===== src/rtl/picomips_program_counter_pkg.sv =====
// Shared definitions for the picoMIPS program counter: default address width
// and the next-address selection rule.
`ifndef PROGRAM_CODE_SIZE
`define PROGRAM_CODE_SIZE 8
`endif

package picomips_program_counter_pkg;

  localparam int PC_W_DEFAULT = `PROGRAM_CODE_SIZE;

  typedef enum logic [1:0] {
    PC_HOLD = 2'd0,
    PC_STEP = 2'd1,
    PC_WRAP = 2'd2
  } pc_sel_e;

  // At the top address an increment either wraps to zero or saturates.
  function automatic pc_sel_e pc_select(input logic inc, input logic at_max, input logic wrap);
    pc_sel_e sel;
    sel = PC_HOLD;
    if (inc) begin
      if (!at_max) sel = PC_STEP;
      else if (wrap) sel = PC_WRAP;
      else sel = PC_HOLD;
    end
    return sel;
  endfunction

endpackage


===== src/rtl/picomips_program_counter.sv =====
// picoMIPS program counter: registered instruction address that steps by one
// on request and returns to RESET_ADDR asynchronously on reset.
module picomips_program_counter
  import picomips_program_counter_pkg::*;
#(
  parameter int                            program_code_size = PC_W_DEFAULT,
  parameter logic [program_code_size-1:0]  RESET_ADDR        = '0,
  parameter bit                            WRAP              = 1'b1
) (
  input  logic                         clk,
  input  logic                         n_reset,
  input  logic                         pc_inc,
  output logic [program_code_size-1:0] pc_out
);

  localparam logic [program_code_size-1:0] PC_MAX = '1;

  logic [program_code_size-1:0] pc_q;
  logic [program_code_size-1:0] pc_d;
  pc_sel_e                      pc_sel;

  always_comb begin
    pc_sel = pc_select(pc_inc, (pc_q == PC_MAX), WRAP);
  end

  always_comb begin
    pc_d = pc_q;
    case (pc_sel)
      PC_STEP: pc_d = pc_q + program_code_size'(1);
      PC_WRAP: pc_d = '0;
      default: pc_d = pc_q;
    endcase
  end

  always_ff @(posedge clk or negedge n_reset) begin
    if (!n_reset) pc_q <= RESET_ADDR;
    else          pc_q <= pc_d;
  end

  assign pc_out = pc_q;

endmodule


===== config.mk =====
export PLATFORM = sky130hd
export DESIGN_NAME = picomips_program_counter
export DESIGN_NICKNAME = d
export VERILOG_FILES = /design/src/rtl/picomips_program_counter_pkg.sv /design/src/rtl/picomips_program_counter.sv
export SDC_FILE = /design/constraint.sdc
export NUM_CORES = 1
export LEC_CHECK = 0
export ABC_CLOCK_PERIOD_IN_PS = 1450
export CAP_MARGIN = 20
export CELL_PAD_IN_SITES_DETAIL_PLACEMENT = 0
export CELL_PAD_IN_SITES_GLOBAL_PLACEMENT = 1
export CORE_AREA = 2 2 39 41
export CTS_BUF_LIST = sky130_fd_sc_hd__clkbuf_8
export CTS_CLUSTER_DIAMETER = 30
export DETAILED_ROUTE_END_ITERATION = 6
export DIE_AREA = 0 0 41 43
export HOLD_SLACK_MARGIN = 0.08
export PLACE_DENSITY_LB_ADDON = 0.05
export SLEW_MARGIN = 40
export SYNTH_ARGS = -nofsm -noshare
export SYNTH_HDL_FRONTEND = slang
export SYNTH_SLANG_ARGS = --single-unit
export TNS_END_PERCENT = 1

===== constraint.sdc =====
create_clock -name clk -period 1.45 [get_ports clk]
set_clock_uncertainty 0.05 [all_clocks]
set_input_delay 0.145 -clock clk [delete_from_list [all_inputs] [get_ports clk]]
set_output_delay 0.145 -clock clk [all_outputs]
set_load 0.02 [all_outputs]

==> results of run 1 <==
## power groups by stage
stage                     registers (mW)  logic, mW  clock network, mW
final                              0.436      0.442              0.255
after global routing               0.459      0.491              0.278
after CTS                          0.439      0.455              0.260
after detailed placement           0.444      0.486                  0
after global placement             0.438      0.485                  0
after floorplan                    0.532      0.149                  0
## per-layer routing
layer  part of all wire (%)  wire length [um]  global-route usage, %  up-vias
li1                       -                 -                      -      160
met1                     46               354                   16.0      150
met2                     45               347                   15.3       15
met3                    7.8                60                   3.14        2
met4                   0.65                 5                   8.00        0
met5                      0                 0                      0        -
## cells in the final DEF (no fill, tap or decap), types with 3 or more instances in the layout
| cell | netlist | layout |
|---|---|---|
| nand4_1 | 4 | 4 |
| clkbuf_8 | 0 | 3 |
| xnor2_1 | 3 | 3 |
| clkdlybuf4s50_1 | 0 | 3 |
| nor2_1 | 3 | 3 |
| dfrtp_1 | 8 | 8 |
| dlygate4sd2_1 | 0 | 4 |
| dlymetal6s2s_1 | 0 | 3 |
## metrics by stage
stage               cells  hold WS (ns)
finish                 67         0.158
global route           67         0.184
CTS                    67         0.169
detailed placement     64         0.402
global placement       64         0.401
floorplan              37        -0.201
## timing repair
action	CTS	global route
cloned	0	0
setup buffers	0	0
gates resized for setup	4	3
pin swaps	0	0
setup endpoints to repair	4	3
## cells by family (layout without fill, tap and decap cells)
group / Yosys count / in the layout / synth area share [%]
AND/OR/NAND/NOR: 15 / 15 / 21.7
AO/OA/AOI/OAI: 5 / 5 / 8.09
multiplexers: 1 / 1 / 2.91
buffers and inverters: 3 / 17 / 3.24
flip-flops: 8 / 8 / 51.8
adder cells (fa/ha/maj): 1 / 1 / 3.24
XOR/XNOR: 4 / 4 / 9.06
## path summary, 6_finish.rpt
check                      slack [ns]        end  startpoint  cells after the start
setup / recovery                 0.07  pc_out[6]   pc_out[6]                      1
setup reg to reg                 0.09  pc_out[7]   pc_out[0]                      4
min in group clk                 0.47  pc_out[4]   pc_out[4]                      1
max in group asynchronous        0.92  pc_out[0]     n_reset                      1
hold reg to reg                  0.47  pc_out[4]   pc_out[4]                      1
hold / removal                   0.16  pc_out[7]     n_reset                      1
## cell type report
type / count / area (um^2)
Tap cell: 16 / 20.0
Multi-Input combinational cell: 26 / 174
Inverter: 2 / 7.51
Clock buffer: 3 / 41.3
Sequential cell: 8 / 200
Timing Repair Buffer: 12 / 118
Fill cell: 132 / 823
==> reports/metrics.csv, run 1 <==
stage,metric,value,unit
status,outcome,finished clean,
route,via count,327,
yosys,top cell type's share of synthesized area,51.8,%
sta,Period minus WS final,1.38,ns
yosys,Ys Warns,0,
yosys,"top cells by count, synth","8 x dfrtp_1, 4 x nand4_1, 3 x nor2_1, 3 x xnor2_1",
worst_setup_path,Startpoint Class,flip-flop,
worst_hold_path,Hold WC Path Type,in -> async,
power,clock share of power,22.5,%
clock_network,clock latency on the worst-skew pair,0.22,ns
clock_network,Sink Count,8,
sta,max-slew violations,0,
route,vias per cell,4.88,
final_layout,NumNets Final,57,
sta,Worst Slack Setup Final,0.0732,ns
sta,relative slew slack,75.1,%
route,"wirelength, routed",768,um
yosys,distinct cell type count after synthesis,19,
power,PwrDens,2020,mW/mm^2
die,row cnt,14,
die,io pins,11,
final_layout,post-route cell area,561,um^2
global_routing,vias in the first global route,321,
yosys,syn_nets,41,
sta,final hold violations,0,
placed_design,Post-Place Cell Area,517,um^2
final_layout,max reg flops,8,
clock_network,TritonCTS clock tree,built,
power,Total Power,1.13,mW
worst_setup_path,Crit. End Element,output pin,
final_layout,diodes inserted,0,
worst_setup_path,worst-path cell chain,clkdlybuf4s50_1,
route,1st-iter DRT viols,15,
yosys,Synth Flop Type,dfrtp_1,
worst_setup_path,kind of critical path,reg -> out,
sta,Fmax achieved,726,MHz
power,VDD IR max,0.820,mV
yosys,synthesized cell area,387,um^2
worst_setup_path,CP Buf/Inv Count,1,
power,Sequential Power Share,38.5,%
route,WL/cell,11.5,um
sta,setup TNS,0,ns
power,Leak,0.268,nW
yosys,top post-synthesis cells by area,"dfrtp_1 52%, xnor2_1 6.8%, nand4_1 6.5%",
placed_design,Post-DP HPWL,622,um
yosys,"EDFF count, synth",0,
global_routing,antenna violations before repair,0,
worst_setup_path,"CP delay by family, top",buffers and inverters,
flow_run,Max-cap violations,0,
clock_network,clock buffer depth,2,
worst_setup_path,Critical Path RT,1.25,ns
worst_setup_path,CP Max Fanout,3,
global_routing,GRT Resource Usage Total,11.7,%
yosys,Syn Area/Cell,10.4,um^2
global_routing,first-pass GRT wire length,1330,um
worst_setup_path,crit path DAT,1.18,ns
power,Internal,705,uW
clock_network,clk slew on worst S/H paths,0.04,ns
yosys,"Seq/Total Area, Yosys",51.8,%
sta,final setup fails,0,
placed_design,gp weighted congestion,0.713,
yosys,Mapped Cells,37,
die,Die X,41,um
final_layout,Util after Layout,40.5,%
sta,RSZ-0062 raised after global routing,false,
yosys,cell with the most instances after synthesis,dfrtp_1,
sta,fin crit share,95.0,%
power,Sw Pwr,429,uW
worst_setup_path,Slowest cell on crit path,clkdlybuf4s50_1,
power,Logic pwr share,39.0,%
route,Final ANT Viol Nets,0,
clock_network,CTS Hold Bufs,0,
power,Switching Fraction,37.8,%
die,die area,0.00176,mm^2
sta,Slew @ Worst Pin,0.372,ns
route,first-pass detailed-route iteration total,4,
die,die span in y,43,um
yosys,Async SR Flop Fraction,100,%
yosys,synthesis-stage register bit count,8,
worst_setup_path,CP max stage delay,0.61,ns
global_routing,GRT overflow,0,
clock_network,H-Tree Level Count,1,
clock_network,CTS Buf Count,3,
route,drt drc,0,
placed_design,PortBufs,10,
final_layout,P&R area growth vs syn,45.0,%
clock_network,CTS root buffer,clkbuf_8,
global_routing,largest net degree at the start of global routing,9,
final_layout,share of cells above drive strength 1,13.7,%
die,Starting Density,27.9,%
die,core area,0.00138,mm^2
yosys,Synth area leader,dfrtp_1,
placed_design,worst slack at placement,0.0191,ns
(Power assumes the default switching activity.)
==> run 2: changes to the inputs <==
GPL_TIMING_DRIVEN = 0   (was default)
==> run 2 against run 1 <==
  * Register-to-register slack about the same
  * Maximum frequency fell by 1.1%
  * Cell area fell by 4.0%
  * Sequential cell count unchanged
  * Via count shrank 2.1%
  * Critical path depth unchanged
  * Combinational power fell by 2%
  * Sequential share of layout area is 1.7 points higher
  * Global-route usage rose by 1.7 points
  * Clock power barely moved
  * Largest power group is now sequential cells
==> reports/metrics.csv, run 2 (synthesized netlist as in run 1, its figures left out) <==
stage,metric,value,unit
power,PwrDens,2090,mW/mm^2
power,Total Power,1.12,mW
global_routing,first-pass GRT wire length,1520,um
power,VDD IR max,0.754,mV
route,first-pass detailed-route iteration total,2,
sta,Slew @ Worst Pin,0.379,ns
route,top routing layer in use,met4,
route,WL/cell,13.2,um
route,Met3 Wirelength,44,um
global_routing,vias in the first global route,349,
die,row cnt,14,
route,metal1 wirelength,367,um
global_routing,largest net degree at the start of global routing,9,
clock_network,clk slew on worst S/H paths,0.04,ns
power,Sw Pwr,438,uW
route,drt drc,0,
worst_setup_path,R2R Path Start,pc_out[1],
final_layout,diodes inserted,0,
die,die area,0.00176,mm^2
power,clock share of power,22.8,%
global_routing,GRT Resource Usage Total,13.4,%
route,"wirelength, routed",859,um
worst_setup_path,R2R cell count,4,
route,1st-iter DRT viols,1,
global_routing,GRT overflow,0,
final_layout,Sequential Area,201,um^2
clock_network,clock buffer depth,2,
final_layout,"commonest non-fill, non-tap cell in the layout",dfrtp_1,
worst_setup_path,worst-path cell chain,clkdlybuf4s50_1,
status,outcome,finished clean,
power,Internal,687,uW
global_routing,antenna violations before repair,0,
route,vias per cell,4.92,
placed_design,worst slack at placement,0.0682,ns
worst_setup_path,"CP delay by family, top",buffers and inverters,
power,Logic pwr share,38.3,%
final_layout,Layout fillers,147,
sta,final hold violations,0,
clock_network,TritonCTS clock tree,built,
final_layout,share of cells above drive strength 1,14.3,%
power,Sequential Power Share,38.9,%
flow_run,Max-cap violations,0,
final_layout,max reg flops,8,
sta,max-slew violations,0,
clock_network,Sink Count,8,
clock_network,CTS Buf Count,3,
clock_network,CTS root buffer,clkbuf_8,
die,core area,0.00138,mm^2
sta,Period minus WS final,1.39,ns
worst_setup_path,CP max stage delay,0.61,ns
worst_setup_path,Slowest cell on crit path,clkdlybuf4s50_1,
placed_design,PortBufs,9,
worst_setup_path,Crit. End Element,output pin,
worst_setup_path,reg2reg end,pc_out[7],
sta,relative slew slack,74.7,%
final_layout,NumNets Final,55,
power,Switching Fraction,38.9,%
worst_hold_path,Hold WC Path Type,in -> async,
sta,Fmax achieved,718,MHz
clock_network,H-Tree Level Count,1,
route,met2 wire length,442,um
clock_network,clock latency on the worst-skew pair,0.22,ns
final_layout,most frequent cells in the layout,"7 x dfrtp_1, 5 x dlygate4sd2_1, 4 x nand4_1",
sta,fin crit share,96.1,%
worst_setup_path,CP Buf/Inv Count,1,
worst_setup_path,crit path DAT,1.20,ns
worst_setup_path,Startpoint Class,flip-flop,
placed_design,Post-DP HPWL,665,um
final_layout,P&R area growth vs syn,39.2,%
placed_design,gp weighted congestion,0.663,
die,die span in y,43,um
die,Starting Density,27.9,%
worst_setup_path,kind of critical path,reg -> out,
final_layout,multi-input logic area,174,um^2
final_layout,Util after Layout,38.9,%
sta,Worst Slack Setup Final,0.0572,ns
worst_setup_path,r2r setup slk,0.10,ns
route,Final ANT Viol Nets,0,
worst_setup_path,CP Max Fanout,3,
route,via count,320,
worst_setup_path,Critical Path RT,1.25,ns
power,Leak,0.248,nW
sta,final setup fails,0,
die,io pins,11,
die,Die X,41,um
run 2: worst max-delay path by stage:
| stage | cells past startpoint | endpoint | startpoint |
|---|---|---|---|
| after floorplan | 4 | pc_out[7] | pc_out[0] |
| after global placement | 4 | pc_out[7] | pc_out[0] |
| after detailed placement | 4 | pc_out[7] | pc_out[0] |
| after CTS | 1 | pc_out[7] | pc_out[7] |
| after global routing | 1 | pc_out[6] | pc_out[6] |
| final | 1 | pc_out[6] | pc_out[6] |
run 2: layout make-up:
class,instances,share of cell area [%]
multi-input combinational,26,32.3
tap,16,3.72
buffer,1,0.930
timing repair buffer,9,16.5
sequential,8,37.4
inverter,2,1.40
clock buffer,3,7.67
run 2: power by group through the flow:
stage | Sequential (mW) | Combinational, mW | Clock [mW]
after floorplan | 0.532 | 0.149 | 0
after global placement | 0.436 | 0.470 | 0
after detailed placement | 0.444 | 0.482 | 0
after CTS | 0.439 | 0.442 | 0.268
after global routing | 0.459 | 0.475 | 0.286
final | 0.438 | 0.431 | 0.257
run 2: repair_timing:
item,4_1_cts,5_1_grt
cloned,0,0
endpoints found under the setup margin,5,3
gates resized for setup,5,3
hold buffers,0,0
setup buffers,0,0
run 2: layer usage:
layer | global-route usage [%] | up-vias
met2 | 20.9 | 8
met4 | 8.00 | 0
met1 | 15.2 | 156
met5 | 0 | -
met3 | 3.66 | 2
li1 | - | 154
run 2: stage by stage:
| step | std cells | instance area [um^2] | TNS, ns | hold WS [ns] |
|---|---|---|---|---|
| after floorplan | 37 | 387 | 0 | -0.201 |
| after global placement | 62 | 497 | 0 | 0.397 |
| after detailed placement | 62 | 497 | 0 | 0.410 |
| after CTS | 65 | 532 | 0 | 0.172 |
| after global routing | 65 | 538 | -0.00186 | 0.193 |
| final | 65 | 538 | 0 | 0.160 |
==> run 3: changes to the inputs <==
ABC_CLOCK_PERIOD_IN_PS = 1100   (was 1450)
CAP_MARGIN = 10   (was 20)
clock period = 1.1 ns   (was 1.45 ns; I/O delays follow)
==> run 3 against run 2 <==
  * The flow now finishes with violations (setup timing)
  * First-iteration DRC count grew to 3.0 times the previous value
  * Wire length shrank 3.6%
  * Core utilization grew 0.18 points
  * Die area is the same
  * Sequential power grew 37%
  * Critical endpoint is now pc_out[7]
  * Cell area grew 0.47%
  * Non-clock buffer count grew 2
  * Clock-buffer cell count is the same
  * Critical path depth grew 3
  * Largest power group unchanged
  * Via count grew 2.5%
  * Clock power grew 35%
  * Setup slack lost 0.18 ns
==> reports/metrics.csv, run 3 (synthesized netlist as in run 1, its figures left out) <==
stage,metric,value,unit
die,row cnt,14,
clock_network,Sink Count,8,
clock_network,CTS Buf Count,3,
final_layout,diodes inserted,0,
clock_network,clk slew on worst S/H paths,0.04,ns
route,"wirelength, routed",828,um
route,drt drc,0,
sta,Slew @ Worst Pin,0.381,ns
sta,fin crit share,111,%
final_layout,P&R area growth vs syn,39.8,%
sta,setup TNS,-0.184,ns
worst_setup_path,CP startpoint,pc_out[1],
power,PwrDens,2800,mW/mm^2
final_layout,share of cells above drive strength 1,41.2,%
global_routing,antenna violations before repair,0,
status,failing checks,setup timing,
placed_design,gp weighted congestion,0.661,
clock_network,TritonCTS clock tree,built,
route,vias per cell,4.90,
route,Met3 Wirelength,39,um
global_routing,first-pass GRT wire length,1430,um
worst_setup_path,Crit. End Element,flip-flop,
route,metal1 wirelength,356,um
worst_setup_path,r2r setup slk,-0.12,ns
clock_network,CTS root buffer,clkbuf_8,
worst_setup_path,kind of critical path,reg -> reg,
worst_setup_path,Startpoint Class,flip-flop,
worst_setup_path,reg2reg end,pc_out[7],
worst_setup_path,worst-path cell chain,"ha_4, nand2_1, a211o_1, a21o_1",
sta,relative slew slack,74.5,%
sta,Period minus WS final,1.22,ns
route,Final ANT Viol Nets,0,
worst_setup_path,R2R cell count,4,
worst_setup_path,R2R Path Start,pc_out[1],
status,outcome,"complete, but fails checks",
worst_setup_path,CP Max Fanout,5,
sta,RSZ-0062 raised after global routing,true,
worst_setup_path,Slowest cell on crit path,dfrtp_2,
clock_network,H-Tree Level Count,1,
route,via count,328,
sta,max-slew violations,0,
sta,final hold violations,0,
power,VDD IR max,1.05,mV
worst_setup_path,crit path DAT,1.29,ns
placed_design,PortBufs,9,
final_layout,Util after Layout,39.1,%
placed_design,Post-DP HPWL,623,um
worst_setup_path,CP max stage delay,0.42,ns
global_routing,GRT Resource Usage Total,12.5,%
global_routing,largest net degree at the start of global routing,9,
die,die span in y,43,um
flow_run,Max-cap violations,0,
die,io pins,11,
worst_hold_path,Hold WC Path Type,in -> async,
route,first-pass detailed-route iteration total,2,
route,1st-iter DRT viols,3,
die,core area,0.00138,mm^2
final_layout,max reg flops,8,
final_layout,most frequent cells in the layout,"4 x buf_2, 4 x nand4_1, 4 x clkbuf_2, 4 x dfrtp_2, 4 x dfrtp_1",
sta,Fmax achieved,821,MHz
worst_setup_path,Critical Path RT,1.17,ns
route,WL/cell,12.4,um
die,die area,0.00176,mm^2
clock_network,clock buffer depth,2,
route,met2 wire length,417,um
final_layout,NumNets Final,57,
sta,final setup fails,3,
clock_network,clock latency on the worst-skew pair,0.23,ns
die,Die X,41,um
die,Starting Density,27.9,%
global_routing,vias in the first global route,349,
global_routing,GRT overflow,0,
route,top routing layer in use,met4,
power,Leak,0.234,nW
sta,Worst Slack Setup Final,-0.119,ns
-- run 3: metal layers --
metal	global-route usage, %	up-vias
li1	-	159
met1	14.7	157
met2	19.1	10
met3	3.14	2
met4	8.00	0
met5	0	-
-- run 3: repair_timing --
| item | CTS | global route |
|---|---|---|
| setup endpoints to repair | 12 | 15 |
| resized for setup | 21 | 7 |
| buffers inserted | 1 | 1 |
| hold buffers | 0 | 0 |
| pin swaps | 2 | 2 |
-- run 3: critical path, delay by kind of cell (launching register included) --
kind            cells  cell delay (ns)
simple gates        1             0.06
fa+ha+maj           1             0.16
compound gates      2             0.43
flops               1             0.42
-- run 3: how the worst max path moves through the flow --
stage / end / slack, ns
2_1_floorplan: pc_out[7] / -0.16
3_3_place_gp: pc_out[7] / -0.12
3_5_place_dp: pc_out[7] / -0.14
4_1_cts: pc_out[7] / -0.14
5_1_grt: pc_out[7] / -0.17
6_report: pc_out[7] / -0.12
-- run 3: report_power, final --
part / switching (mW) / internal, mW
registers: 0.172 / 0.429
clock network: 0.111 / 0.237
logic: 0.318 / 0.248
total: 0.601 / 0.913
-- run 3: layout make-up --
type	instances	area, um^2
sequential	8	205
multi-input combinational	26	193
buffer	1	5.00
clock buffer	3	41.3
tap	16	20.0
timing repair buffer	11	68.8
fill	152	843
inverter	2	7.51
-- run 3: per-stage QoR --
step	instance area, um^2	setup slack (ns)	hold WS, ns	cells	power, mW
final	541	-0.119	0.121	67	1.51
after global routing	541	-0.173	0.156	67	1.63
after CTS	564	-0.144	0.134	66	1.58
after detailed placement	514	-0.142	0.375	62	1.25
after global placement	514	-0.118	0.362	62	1.23
after floorplan	404	-0.155	-0.236	37	0.936
==> variant (flow settings as in run 3) <==
Set the macro `PROGRAM_CODE_SIZE` to 16 (it was 8).
--- a/src/rtl/picomips_program_counter_pkg.sv
+++ b/src/rtl/picomips_program_counter_pkg.sv
@@ -1,7 +1,7 @@
 // Shared definitions for the picoMIPS program counter: default address width
 // and the next-address selection rule.
 `ifndef PROGRAM_CODE_SIZE
-`define PROGRAM_CODE_SIZE 8
+`define PROGRAM_CODE_SIZE 16
 `endif
 
 package picomips_program_counter_pkg;
Ports: changed (resized pc_out); port bits go from 11 to 19. No check against the original RTL was run, so the function may have changed too.
==> variant against run 3 <==
The run still ends with setup timing left. Via count is 140% higher. Cell area up 130%. Sequential cell count is 8 higher. Power up 77%. Synthesized area grew 100%. Non-clock buffer count up 30. Setup slack got worse by 250 ps. Routed wire length grew to 3.3 times the old value. Critical path type unchanged. Largest cell class is now multi-input gates.
==> variant: results (changes against run 3) <==
Parameter                              Value

Logic synthesis
  Post-synthesis share of cell area spent on full adders, half adders and majority gates ... 1.59% (-1.6 points)
  Flop and latch count out of synthesis ... 16 (+8)
  Synth cell types ... 22 (+3)
  Proportion of synthesized chip area in sequential cells ... 51.0% (-0.82 points)

Layout
  Proportion of final cell area spent on non-clock buffers ... 24.8% (+11 points)
  Number of combinational gates with multiple inputs ... 59 (+130%)
  Register share of the cell area ... 32.4% (-5.6 points)
  Clock network area share ... 3.57% (-4.1 points)
  Buffers excl. clock ... 42 (+30)
  Fraction of layout cells with a size suffix above 1 ... 55.4% (+14 points)
  Inverters ... 0 (-2)

Clock network
  Clock network latency to the later pin of the worst-skew pair ... 250 ps (+20 ps)
  Resized cells post-CTS ... 66 (+210%)
  Worst-path clk slew ... 70 ps (+30 ps)

Setup path
  Worst endpoint data arrival time ... 1530 ps (+240 ps)
  Slowest Stage Delay on Critical Path ... 400 ps (-20 ps)
  CP max FO ... 4 (-1)
  Capturing element of the worst setup path ... pc_out[15]
  Beginning of the worst register-to-register path ... pc_out[9]

Place
  Placed inst area ... 985 um2 (+91%)
  Dpl hpwl ... 1.17 mm (+88%)
  Port buffer count ... 17 (+8)

Timing
  Final setup violation count ... 20 (+17)
  Setup ws final ... -372 ps (-253 ps)

Drt
  Via Count ... 797 (+140%)
  Drt initial violations ... 15 (+12)

Power and ir drop
  Cell leakage power ... 0.590 nW (+150%)

Global route
  Maximum number of pins on one net before global-route repair ... 17 (+8)
  Global-route wire length before repair ... 3.67 mm (+160%)

Status
  Outcome ... finished with violations
  Violated checks ... setup timing

Hold path
  Class of the most critical hold timing path ... input pin to flop
## variant: cell count changes in the layout (fill, tap and decap cells not counted), sizes merged, moves of 2 or more
cell	change
nand2b	-2
buf	+31
nor2	+7
o41ai	+2
nand2	+6
nand4	+2
xnor2	+6
nand3	+3
xor2	+3
clkbuf	-2
dfrtp	+8
and3	+4
## variant: power groups by stage
stage	clock network [mW]	registers [mW]	logic (mW)
after floorplan	0	1.08	0.291
after global placement	0	0.954	0.744
after detailed placement	0	0.959	0.767
after CTS	0.451	0.918	1.17
after global routing	0.502	0.940	1.37
final	0.451	0.926	1.30
## variant: metal layers
metal	part of all wire (%)	routed length (um)	vias to the layer above	global-route usage (%)
met4	2.3	63	0	12.7
li1	-	-	362	-
met3	4.1	112	11	5.76
met1	39	1060	387	39.4
met2	55	1480	37	50.0
met5	0	0	-	0
